`config.mk`:
```
export PLATFORM = sky130hd
export DESIGN_NAME = ram_port_arbiter
export DESIGN_NICKNAME = d
export VERILOG_FILES = /design/src/rtl/ram_port_arbiter.sv
export SDC_FILE = /design/constraint.sdc
export NUM_CORES = 1
export LEC_CHECK = 0
export ABC_AREA = 1
export ABC_CLOCK_PERIOD_IN_PS = 2300
export CORE_ASPECT_RATIO = 1.4
export CORE_MARGIN = 4
export CORE_UTILIZATION = 45
export CTS_CLUSTER_DIAMETER = 150
export DETAILED_ROUTE_END_ITERATION = 16
export PLACE_DENSITY = 0.87
export RECOVER_POWER = 50
export SLEW_MARGIN = 5
export SYNTH_ARGS = -nofsm -noshare
export SYNTH_HDL_FRONTEND = slang
export SYNTH_SLANG_ARGS = --single-unit
```
`constraint.sdc`:
```
create_clock -name clk -period 2.3 [get_ports clk]
set_input_delay 0.46 -clock clk [delete_from_list [all_inputs] [get_ports clk]]
set_output_delay 0.46 -clock clk [all_outputs]
set_load 0.005 [all_outputs]
```
`src/rtl/ram_port_arbiter.sv`:
```
// rtl/ram_port_arbiter.sv - two-port arbiter in front of the single-ported internal RAM/GPIO block
//
// Purpose:
//   Shares one RAM/GPIO port between instruction fetch (port I) and the
//   load/store unit (port D). One access is in flight at a time. The winning
//   request is latched into the mem_* registers and checked for alignment.
//   A bad request is answered directly with an error and never reaches the RAM.
//   A good request strobes mem_enable for one cycle, then waits for mem_valid.
//   The wait is bounded by a timeout.
//
// Ports:
//   clk, rst                  clock; asynchronous active-low reset
//   i_req/i_addr/i_oplen      port I request (read only)
//   i_done/i_rdata/i_err      port I completion pulse, read data, error flag
//   d_req/d_addr/d_oplen      port D request
//   d_we/d_wdata              port D write enable and write data
//   d_done/d_rdata/d_err      port D completion pulse, read data, error flag
//   mem_enable                one-cycle access strobe to the RAM
//   mem_addr/mem_oplen        latched access address and size
//   mem_we/mem_data           latched write enable and write data
//   mem_valid/mem_result      RAM completion and read data
//
// Configuration:
//   RAM_ARB_ROUND_ROBIN_EN    when defined, simultaneous requests alternate
//                             between ports. When undefined, port D always
//                             has fixed priority.

module ram_port_arbiter #(
  parameter int unsigned TIMEOUT_CYCLES = 15,
  parameter logic [31:0] MMIO_ADDR      = 32'hFFFFFFFF
) (
  input  logic        clk,
  input  logic        rst,
  input  logic        i_req,
  input  logic [31:0] i_addr,
  input  logic [1:0]  i_oplen,
  output logic        i_done,
  output logic [31:0] i_rdata,
  output logic        i_err,
  input  logic        d_req,
  input  logic [31:0] d_addr,
  input  logic [1:0]  d_oplen,
  input  logic        d_we,
  input  logic [31:0] d_wdata,
  output logic        d_done,
  output logic [31:0] d_rdata,
  output logic        d_err,
  output logic        mem_enable,
  output logic [31:0] mem_addr,
  output logic [1:0]  mem_oplen,
  output logic        mem_we,
  output logic [31:0] mem_data,
  input  logic        mem_valid,
  input  logic [31:0] mem_result
);

  localparam logic [7:0] TIMEOUT_LIMIT = 8'(TIMEOUT_CYCLES);

  typedef enum logic [1:0] {
    IDLE  = 2'd0,
    ISSUE = 2'd1,
    WAIT  = 2'd2,
    RESP  = 2'd3
  } state_t;

  state_t      state_q, state_d;
  logic        owner_d_q;   // 1: port D owns the current access
  logic        err_q;       // error status reported with done
  logic [7:0]  cnt_q;       // WAIT cycles spent without mem_valid

  logic        any_req;
  logic        gnt_d;
  logic [31:0] sel_addr;
  logic [1:0]  sel_oplen;
  logic        req_bad;
  logic        timeout_hit;

`ifdef RAM_ARB_ROUND_ROBIN_EN
  logic        last_d_q;    // 1: port D was granted last
`endif

  assign any_req = i_req | d_req;

  // Winner selection. It only matters in IDLE, because requests are not
  // sampled in any other state.
  always_comb begin
    gnt_d = d_req;
    if (i_req && d_req) begin
`ifdef RAM_ARB_ROUND_ROBIN_EN
      gnt_d = ~last_d_q;
`else
      gnt_d = 1'b1;
`endif
    end
  end

  assign sel_addr  = gnt_d ? d_addr  : i_addr;
  assign sel_oplen = gnt_d ? d_oplen : i_oplen;

  // A reserved size is always an error. The GPIO address takes any size,
  // so it skips the alignment check.
  always_comb begin
    req_bad = 1'b0;
    if (sel_oplen == 2'd3) begin
      req_bad = 1'b1;
    end else if (sel_addr != MMIO_ADDR) begin
      req_bad = ((sel_oplen == 2'd1) && sel_addr[0]) ||
                ((sel_oplen == 2'd2) && (sel_addr[1:0] != 2'b00));
    end
  end

  // The counter holds the number of empty WAIT cycles already spent. The
  // current empty cycle is the last one allowed.
  assign timeout_hit = (cnt_q == (TIMEOUT_LIMIT - 8'd1));

  // State register
  always_ff @(posedge clk or negedge rst) begin
    if (!rst) begin
      state_q <= IDLE;
    end else begin
      state_q <= state_d;
    end
  end

  // Next-state logic
  always_comb begin
    state_d = state_q;
    case (state_q)
      IDLE:    if (any_req) state_d = req_bad ? RESP : ISSUE;
      ISSUE:   state_d = WAIT;
      WAIT:    if (mem_valid || timeout_hit) state_d = RESP;
      RESP:    state_d = IDLE;
      default: state_d = IDLE;
    endcase
  end

  // Output decode
  always_comb begin
    mem_enable = (state_q == ISSUE);
    i_done     = (state_q == RESP) && !owner_d_q;
    d_done     = (state_q == RESP) &&  owner_d_q;
    i_err      = i_done && err_q;
    d_err      = d_done && err_q;
  end

  // Datapath: grant latch, wait counter, read-data capture
  always_ff @(posedge clk or negedge rst) begin
    if (!rst) begin
      owner_d_q <= 1'b0;
      err_q     <= 1'b0;
      cnt_q     <= 8'd0;
      mem_addr  <= 32'd0;
      mem_oplen <= 2'd0;
      mem_we    <= 1'b0;
      mem_data  <= 32'd0;
      i_rdata   <= 32'd0;
      d_rdata   <= 32'd0;
`ifdef RAM_ARB_ROUND_ROBIN_EN
      last_d_q  <= 1'b0;
`endif
    end else begin
      case (state_q)
        IDLE: begin
          if (any_req) begin
            owner_d_q <= gnt_d;
            err_q     <= req_bad;
            mem_addr  <= sel_addr;
            mem_oplen <= sel_oplen;
            mem_we    <= gnt_d & d_we;
            // Port I never writes, so mem_data keeps the last D write data.
            if (gnt_d) mem_data <= d_wdata;
`ifdef RAM_ARB_ROUND_ROBIN_EN
            last_d_q  <= gnt_d;
`endif
          end
        end
        ISSUE: begin
          cnt_q <= 8'd0;
        end
        WAIT: begin
          if (mem_valid) begin
            err_q <= 1'b0;
            // Writes also return mem_result, as the RAM reports it.
            if (owner_d_q) d_rdata <= mem_result;
            else           i_rdata <= mem_result;
          end else if (timeout_hit) begin
            err_q <= 1'b1;
          end else begin
            cnt_q <= cnt_q + 8'd1;
          end
        end
        default: begin
        end
      endcase
    end
  end

endmodule

```
---- Word level (Yosys, flattened, before mapping) ----
Index checks and enable logic that the tools add are counted.
operators by class
  bitwise logic cells ..................... 3
  equality and inequality tests ........... 13
  add/sub/neg operators ................... 1
  reductions and logical operators ........ 21
  multiplexer cells ....................... 16
operators by type and width
  cell                    count
  $mux W32                1
  $ne A32 B32 Y1 const B  1
  $mux W8                 2
  $pmux W8 S2             1
  $reduce_and A3 Y1       5
  $add A8 B1 Y8 const B   1
  $eq A2 B2 Y1 const B    4
  $eq A8 B4 Y1 const B    1
  $mux W2                 4
  $ne A2 B2 Y1 const B    4
  $pmux W2 S4             1
  $logic_and A1 B1 Y1     7
  $mux W1                 6
  $reduce_bool A2 Y1      3
  $eq A2 B1 Y1 const B    2
  $reduce_and A2 Y1       2
  $ne A3 B3 Y1 const B    1
  $logic_not A2 Y1        1
  $logic_or A1 B1 Y1      2
  $pmux W1 S2             1
  $and A1 B1 Y1           1
  $logic_not A1 Y1        1
  $not A1 Y1              1
  $or A1 B1 Y1            1
word-level totals
  input bits .............................. 138
  register bits ........................... 143

---- Depth between registers and ports, before layout ----
Gate-level depths: netlist of run 1.
  word-level depth ........................ 11
  mapped depth ............................ 13
  depth with buffers taken out ............ 12

---- Worst setup path after synthesis of run 1 ----
Ideal clock, no wire load.
  kind .................................... register -> register
  start point ............................. reg state_q[0]
  end point ............................... reg mem_addr[10]
  stages on the path, launching flop included .. 8
  data arrival time ....................... 1.410 ns
  period minus slack after synthesis ...... 1.540 ns
  buffers on the path ..................... 2
  setup slack ............................. 0.760 ns
  required time ........................... 2.170 ns
  setup time .............................. 0.130 ns
  path through ............................ dfrtp_1 -> inv_1 -> ha_1 -> inv_1 -> a21oi_4 -> buf_2 -> buf_2 -> a31oi_1
on the way
  cells in the longest elaborated chain, start to end .. 2
RTL lines
  item                                RTL line  source
  from (decl)                         66        state_t state_q, state_d;
  from (signal assigned)              121       state_q <= state_d;
  $logic_not A2 Y1                    162       case (state_q)
  $reduce_and A2 Y1 (no source line)  n/a
  to (signal assigned)                167       mem_addr <= sel_addr;
  to (decl)                           49        output logic [31:0] mem_addr,
Every way passes these cells.
A chain may end at the register's enable or synchronous reset.

---- Worst setup path in the final report of run 1 ----
  start point ............................. reg state_q[1]
  end point ............................... out d_err
on the way
  cells in the longest elaborated chain, start to end .. 3
RTL lines
  item                 RTL line  source
  $eq A2 B2 Y1         141       d_done = (state_q == RESP) && owner_d_q;
  $logic_and A1 B1 Y1  141
  $logic_and A1 B1 Y1  143       d_err = d_done && err_q;
  to (decl)            47        output logic d_err,
Every way passes these cells.

==> results of run 1 <==
logic make-up after synthesis:
group,Yosys count,synth area share [%]
AND/OR/NAND/NOR,279,17.55
flip-flops,143,58.36
AO/OA/AOI/OAI,113,10.24
buffers and inverters,85,5.999
multiplexers,33,6.060
adder cells (fa/ha/maj),6,1.224
XOR/XNOR,4,0.5714
report_power, final:
part / leakage, nW / internal, mW / switching, mW
Clock: 0.252 / 1.42 / 1.15
Combinational: 2.46 / 2.89 / 2.01
Sequential: 1.74 / 3.68 / 0.640
Total: 4.45 / 7.99 / 3.81
timing repair:
| action | in CTS | in global routing |
|---|---|---|
| hold endpoints to repair | 41 | 0 |
| hold buffers | 1 | 0 |
| gates resized for setup | 1 | 0 |
| buffers inserted | 0 | 0 |
| endpoints found under the setup margin | 1 | 0 |
layer usage:
layer	vias up	global-route usage [%]	wire [um]
li1	2709	-	-
met1	2559	25.92	6738
met2	242	40.79	9098
met3	43	7.696	1509
met4	0	10.88	705
met5	-	0	0
through the flow:
stage	cells	utilization (%)	worst slack, ns	hold slack [ns]	power (mW)
2_1_floorplan	663	-	0.7600	0.1644	6.168
3_3_place_gp	1106	68.22	0.03524	0.4097	9.217
3_5_place_dp	1106	68.22	-0.04634	0.4113	9.395
4_1_cts	1139	72.40	0.1015	0.4879	12.04
5_1_grt	1139	72.03	0.01247	0.4915	12.64
6_report	1139	72.03	0.1393	0.4775	11.79
cells in the final DEF (no fill, tap or decap), types with 4 or more instances in the layout:
master,count
inv_1,54
o31ai_1,4
clkdlybuf4s50_1,251
clkinvlp_4,6
mux2_2,33
o21ai_0,74
buf_4,12
nand3_1,8
dlygate4sd3_1,21
ha_1,6
dfrtp_1,143
nand4_1,5
clkbuf_16,17
nor2_1,47
a31oi_1,33
nand2_1,215
inv_6,5
worst max-delay path, cell delays in order (launching register included):
cell             delay [ns]
dfrtp_1                0.40
ha_1                   0.19
nand2_1                0.09
nor2_1                 0.10
clkdlybuf4s50_1        0.53
worst max-delay path by stage:
stage	to	slack, ns	depth (start not counted)
5_1_grt	i_rdata[26]	0.01	3
3_5_place_dp	state_q[1]	-0.05	13
4_1_cts	d_err	0.10	4
3_3_place_gp	state_q[1]	0.04	13
2_1_floorplan	mem_addr[10]	0.76	7
6_report	d_err	0.14	4
flip-flops by register name, summed over array words and instances, names as in the netlist:
name / flops
cnt_q: 8
d_rdata: 32
err_q: 1
i_rdata: 32
mem_addr: 32
mem_data: 32
mem_oplen: 2
mem_we: 1
owner_d_q: 1
state_q: 2
final cells by class:
class	instances	area, um^2
clock buffer	18	429.2
clock inverter	14	122.6
fill	1006	3745
inverter	55	206.4
multi-input combinational	435	2175
sequential	143	3578
tap	182	227.7
timing repair buffer	292	2904
==> key figures, run 1 <==
Clock tree
  – Latest clock arrival within the worst-skew pair: a little over 0.4 ns
  – Clock buffer depth: 2
  – Inserted Clock Buffers: 17
  – CTS tree: built
  – H-tree levels: 4
  – Clock slew at reported path FFs: about 0.06 ns
  – Root buf cell: clkbuf_16
  – # clock sinks: roughly 140

STA
  – Final setup fails: 0
  – Setup TNS: 0 ns
  – RSZ-0062 raised after global routing: no
  – Clock skew: about 0.015 ns
  – Final period util: 93.94%
  – Slew HR: 27.59%
  – Worst-Margin Slew: roughly 1.1 ns
  – Max Clock Freq: between 400 and 500 MHz
  – Tmin final: about 2.2 ns
  – Final count of pins violating max slew: 0
  – Final hold violation count: 0

Power and ir drop
  – Leakage: around 4.5 nW
  – Power Dens Cells: ~1200 mW/mm^2
  – Peak supply drop: ~0.58 mV

Route
  – Vias per cell: ~4.9
  – 1st-pass router iterations: 7
  – Initial DRC Count: 326
  – DR WL/cell: roughly 16 um
  – Routed wire length: ~18,000 um
  – Post-route ant nets: 0
  – Via count: approximately 5,600
  – Residual DRC count: 0

Floorplanning
  – Cell Rows: 50
  – Core Area: roughly 0.013 mm^2
  – Die ar.: ~0.016 mm^2
  – Die width: 106.7 um
  – Die height: approximately 150 um
  – Initial Util: 45.80%
  – Io pins: around 270

Setup path
  – Crit path DAT: about 1.7 ns
  – Worst r2r src: state_q[1]
  – Worst-path fanout max: 4
  – Worst Setup SP: state_q[1]
  – Data required time of the worst path: about 1.8 ns
  – CP Class: reg -> out
  – Register-to-Register Path Depth: 5
  – Reg2Reg Setup Slack: between 0.2 and 0.3 ns
  – Critical R2R Capture: mem_data[5]
  – Critical path endpoint category: primary output
  – CP startpoint kind: flop

Synthesis
  – Yosys warning count: 0
  – Top cells by area in the synthesized netlist: dfrtp_1 (58%), nand2_1 (13%), mux2_2 (6.1%), o21ai_0 (6.0%), a31oi_1 (3.4%)
  – Sequential cell area fraction in the yosys report: 58.36%
  – Syn Nets: 807
  – Yosys reg bits: roughly 140
  – Yosys top cell by area: dfrtp_1
  – Asr flop ratio synth: 100.0%
  – Cells after Synth: between 600 and 700
  – Post-synth top area share: 58.36%
  – Synthesized area per cell: roughly 9 um^2
  – Mapped Area: roughly 0.0061 mm^2
  – Most numerous cell in the Yosys netlist: nand2_1
  – Post-synth EDFFs: 0
  – Yosys cell types: 22
  – Post-synth top cells: nand2_1 (215), dfrtp_1 (143), o21ai_0 (74)
  – Top_reg_cell synth: dfrtp_1

Final layout
  – Share of cells above drive strength 1: slightly below 9%
  – Area growth, synth to finish: 57.25%
  – Final Cell Area: about 0.0096 mm^2
  – N_diodes: 0
  – Post-layout nets: 1,088

Hold path
  – Min-delay worst type: reg -> reg
  – Hold path cells: 2
  – Min-delay src: i_rdata[7]
  – Worst hold endpoint: i_rdata[7]

Global route
  – GRT overflow: 0
  – Total Routing Usage GR: 23.54%
  – Largest net degree at the start of global routing: 65
  – Vias in the first global route: ~5,800
  – Antenna violations before repair: 0
  – Global-route wire length before repair: ~29,000 um

Placed design
  – HPWL after detailed placement: approximately 14,000 um
  – Dpl cell area: between 0.009 and 0.01 mm^2
  – RePlAce Congestion: between 0.8 and 0.9
  – Port Buffers: about 270

Run
  – Max cap viols: 0

Run status
  – Status: completed
No activity file was read; power rests on OpenSTA's default activity.
==> inputs of run 2 (changes only) <==
--- a/config.mk
+++ b/config.mk
@@ -9,10 +9,11 @@
 export ABC_CLOCK_PERIOD_IN_PS = 2300
 export CORE_ASPECT_RATIO = 1.4
 export CORE_MARGIN = 4
-export CORE_UTILIZATION = 45
+export CORE_UTILIZATION = 47
+export CTS_BUF_LIST = sky130_fd_sc_hd__clkbuf_8
 export CTS_CLUSTER_DIAMETER = 150
 export DETAILED_ROUTE_END_ITERATION = 16
-export PLACE_DENSITY = 0.87
+export PLACE_DENSITY = 0.91
 export RECOVER_POWER = 50
 export SLEW_MARGIN = 5
 export SYNTH_ARGS = -nofsm -noshare
==> constraint.sdc (replaced) <==
create_clock -name clk -period 2.3 [get_ports clk]
set_input_delay 0.69 -clock clk [delete_from_list [all_inputs] [get_ports clk]]
set_output_delay 0.69 -clock clk [all_outputs]
set_load 0.005 [all_outputs]
==> run 2 against run 1 <==
Net effect:
- combinational power increased by 6.9%
- clock power is 16% lower
- largest power group unchanged
- non-clock buffer count increased by 59
- highest routed layer unchanged
- first-iteration DRC count decreased by 25%
- total power hardly changed
- core utilization rose by 5.7 points
==> key figures, run 2 (synthesis results as in run 1) <==
Power and ir drop
  – P_int: between 7 and 8 mW
  – Leakage: 4.702 nW
  – Peak supply drop: slightly above 0.7 mV
  – Flop pwr share: ~37%
  – Clk pwr share: between 15 and 20%
  – Combinational share of power: between 40% and 50%
  – Switch Pwr: between 3 and 4 mW
  – Power Dens Cells: roughly 1200 mW/mm^2
  – Switching Share: 33.52%

Setup path
  – CP Class: reg -> out
  – Worst-path fanout max: 3
  – Critical path endpoint category: primary output
  – Crit path DAT: approximately 1.6 ns
  – CP startpoint kind: flop
  – Data required time of the worst path: approximately 1.6 ns

Clock tree
  – Latest clock arrival within the worst-skew pair: between 0.4 and 0.5 ns
  – H-tree levels: 4
  – Inserted Clock Buffers: 17
  – Clock slew at reported path FFs: approximately 0.09 ns
  – Clock buffer depth: 2
  – Root buf cell: clkbuf_8
  – # clock sinks: roughly 140
  – CTS tree: built

Route
  – Via count: between 6,000 and 7,000
  – Residual DRC count: 0
  – Initial DRC Count: 244
  – Post-route ant nets: 0
  – DR WL/cell: between 15 and 20 um
  – Vias per cell: slightly above 5
  – 1st-pass router iterations: 5
  – Routed wire length: around 20,000 um

Global route
  – Vias in the first global route: about 6,400
  – Total Routing Usage GR: approximately 27%
  – GRT overflow: 0
  – Global-route wire length before repair: between 30,000 and 40,000 um
  – Antenna violations before repair: 0
  – Largest net degree at the start of global routing: 65

STA
  – Final hold violation count: 0
  – Max Clock Freq: 447.3 MHz
  – Worst-Margin Slew: approximately 1.2 ns
  – Tmin final: about 2.2 ns
  – Final count of pins violating max slew: 0
  – Final period util: 97.19%
  – Final setup fails: 0
  – Slew HR: roughly 22%
  – Clock skew: about 0.026 ns
  – Hold WS: around 0.47 ns

Final layout
  – Leading cell type in the layout, fill and taps excluded: clkdlybuf4s50_1
  – Most frequent cells in the layout: clkdlybuf4s50_1 (266), nand2_1 (214), dfrtp_1 (143)
  – Final Cell Area: 0.009961 mm^2
  – Area growth, synth to finish: 62.44%
  – Share of cells above drive strength 1: around 14%
  – Post-layout nets: ~1,100
  – N_diodes: 0

Hold path
  – Min-delay worst type: in -> async

Floorplanning
  – Core Area: around 0.013 mm^2
  – Io pins: 274
  – Cell Rows: approximately 50
  – Die height: 143.2 um
  – Die ar.: between 0.01 and 0.015 mm^2
  – Die width: approximately 100 um
  – Initial Util: between 40% and 50%

Placed design
  – Dpl cell area: approximately 0.0096 mm^2
  – HPWL after detailed placement: 15,100 um
  – RePlAce Congestion: roughly 0.86
  – Port Buffers: roughly 270

Run status
  – Status: completed

Run
  – Max cap viols: 0
-- run 2: final timing paths --
check	from	to	slack, ns	depth (start not counted)
setup / recovery	state_q[1]	mem_enable	0.06	5
hold / removal	rst	mem_data[17]	0.47	1
setup reg to reg	state_q[1]	mem_data[16]	0.14	7
hold reg to reg	i_rdata[3]	i_rdata[3]	0.49	2
max in group asynchronous	rst	cnt_q[1]	0.45	2
min in group clk	i_rdata[3]	i_rdata[3]	0.49	2
-- run 2: power by group through the flow --
stage | clock [mW] | combinational, mW | sequential, mW
4_1_cts | 2.19 | 5.33 | 4.39
3_5_place_dp | 0 | 5.23 | 4.41
2_1_floorplan | 0 | 1.79 | 4.38
3_3_place_gp | 0 | 5.02 | 4.32
5_1_grt | 2.31 | 5.69 | 4.51
6_report | 2.17 | 5.24 | 4.40
-- run 2: metal layers --
metal  vias to the layer above  share of wire [%]  GRT usage, %
li1                       2828                  -             -
met1                      2836                 35         29.32
met2                       321                 53         48.81
met3                        65                7.6         7.553
met4                         0                4.3         14.50
met5                         -                  0             0
-- run 2: stage by stage --
stage / power [mW] / instances / worst slack [ns] / utilization (%) / setup TNS [ns]
2_1_floorplan: 6.168 / 663 / 0.5847 / - / 0
3_3_place_gp: 9.338 / 1133 / -0.2392 / 74.68 / -2.321
3_5_place_dp: 9.640 / 1133 / -0.3577 / 74.68 / -5.305
4_1_cts: 11.91 / 1167 / -0.08919 / 78.12 / -0.1492
5_1_grt: 12.51 / 1169 / -0.003973 / 77.74 / -0.006827
6_report: 11.81 / 1169 / 0.06453 / 77.74 / 0
-- run 2: cell type report --
class	count	area [um^2]
clock inverters	14	181.4
multi-input cells	435	2191
well taps	153	191.4
clock buffers	18	247.7
flip-flops and latches	143	3578
inverters	55	206.4
fillers	746	2853
repair buffers	351	3364
-- run 2: repair_timing --
action                                  CTS  global route
hold buffers                              0             0
endpoints found under the setup margin    5             4
gates resized for setup                   3             6
buffers inserted                          2             2
-- run 2: critical path, stage by stage (launching register included) --
cell and delay (ns):
dfrtp_1 0.41, buf_4 0.14, buf_4 0.13, inv_1 0.07
ha_1 0.15, clkdlybuf4s15_1 0.23
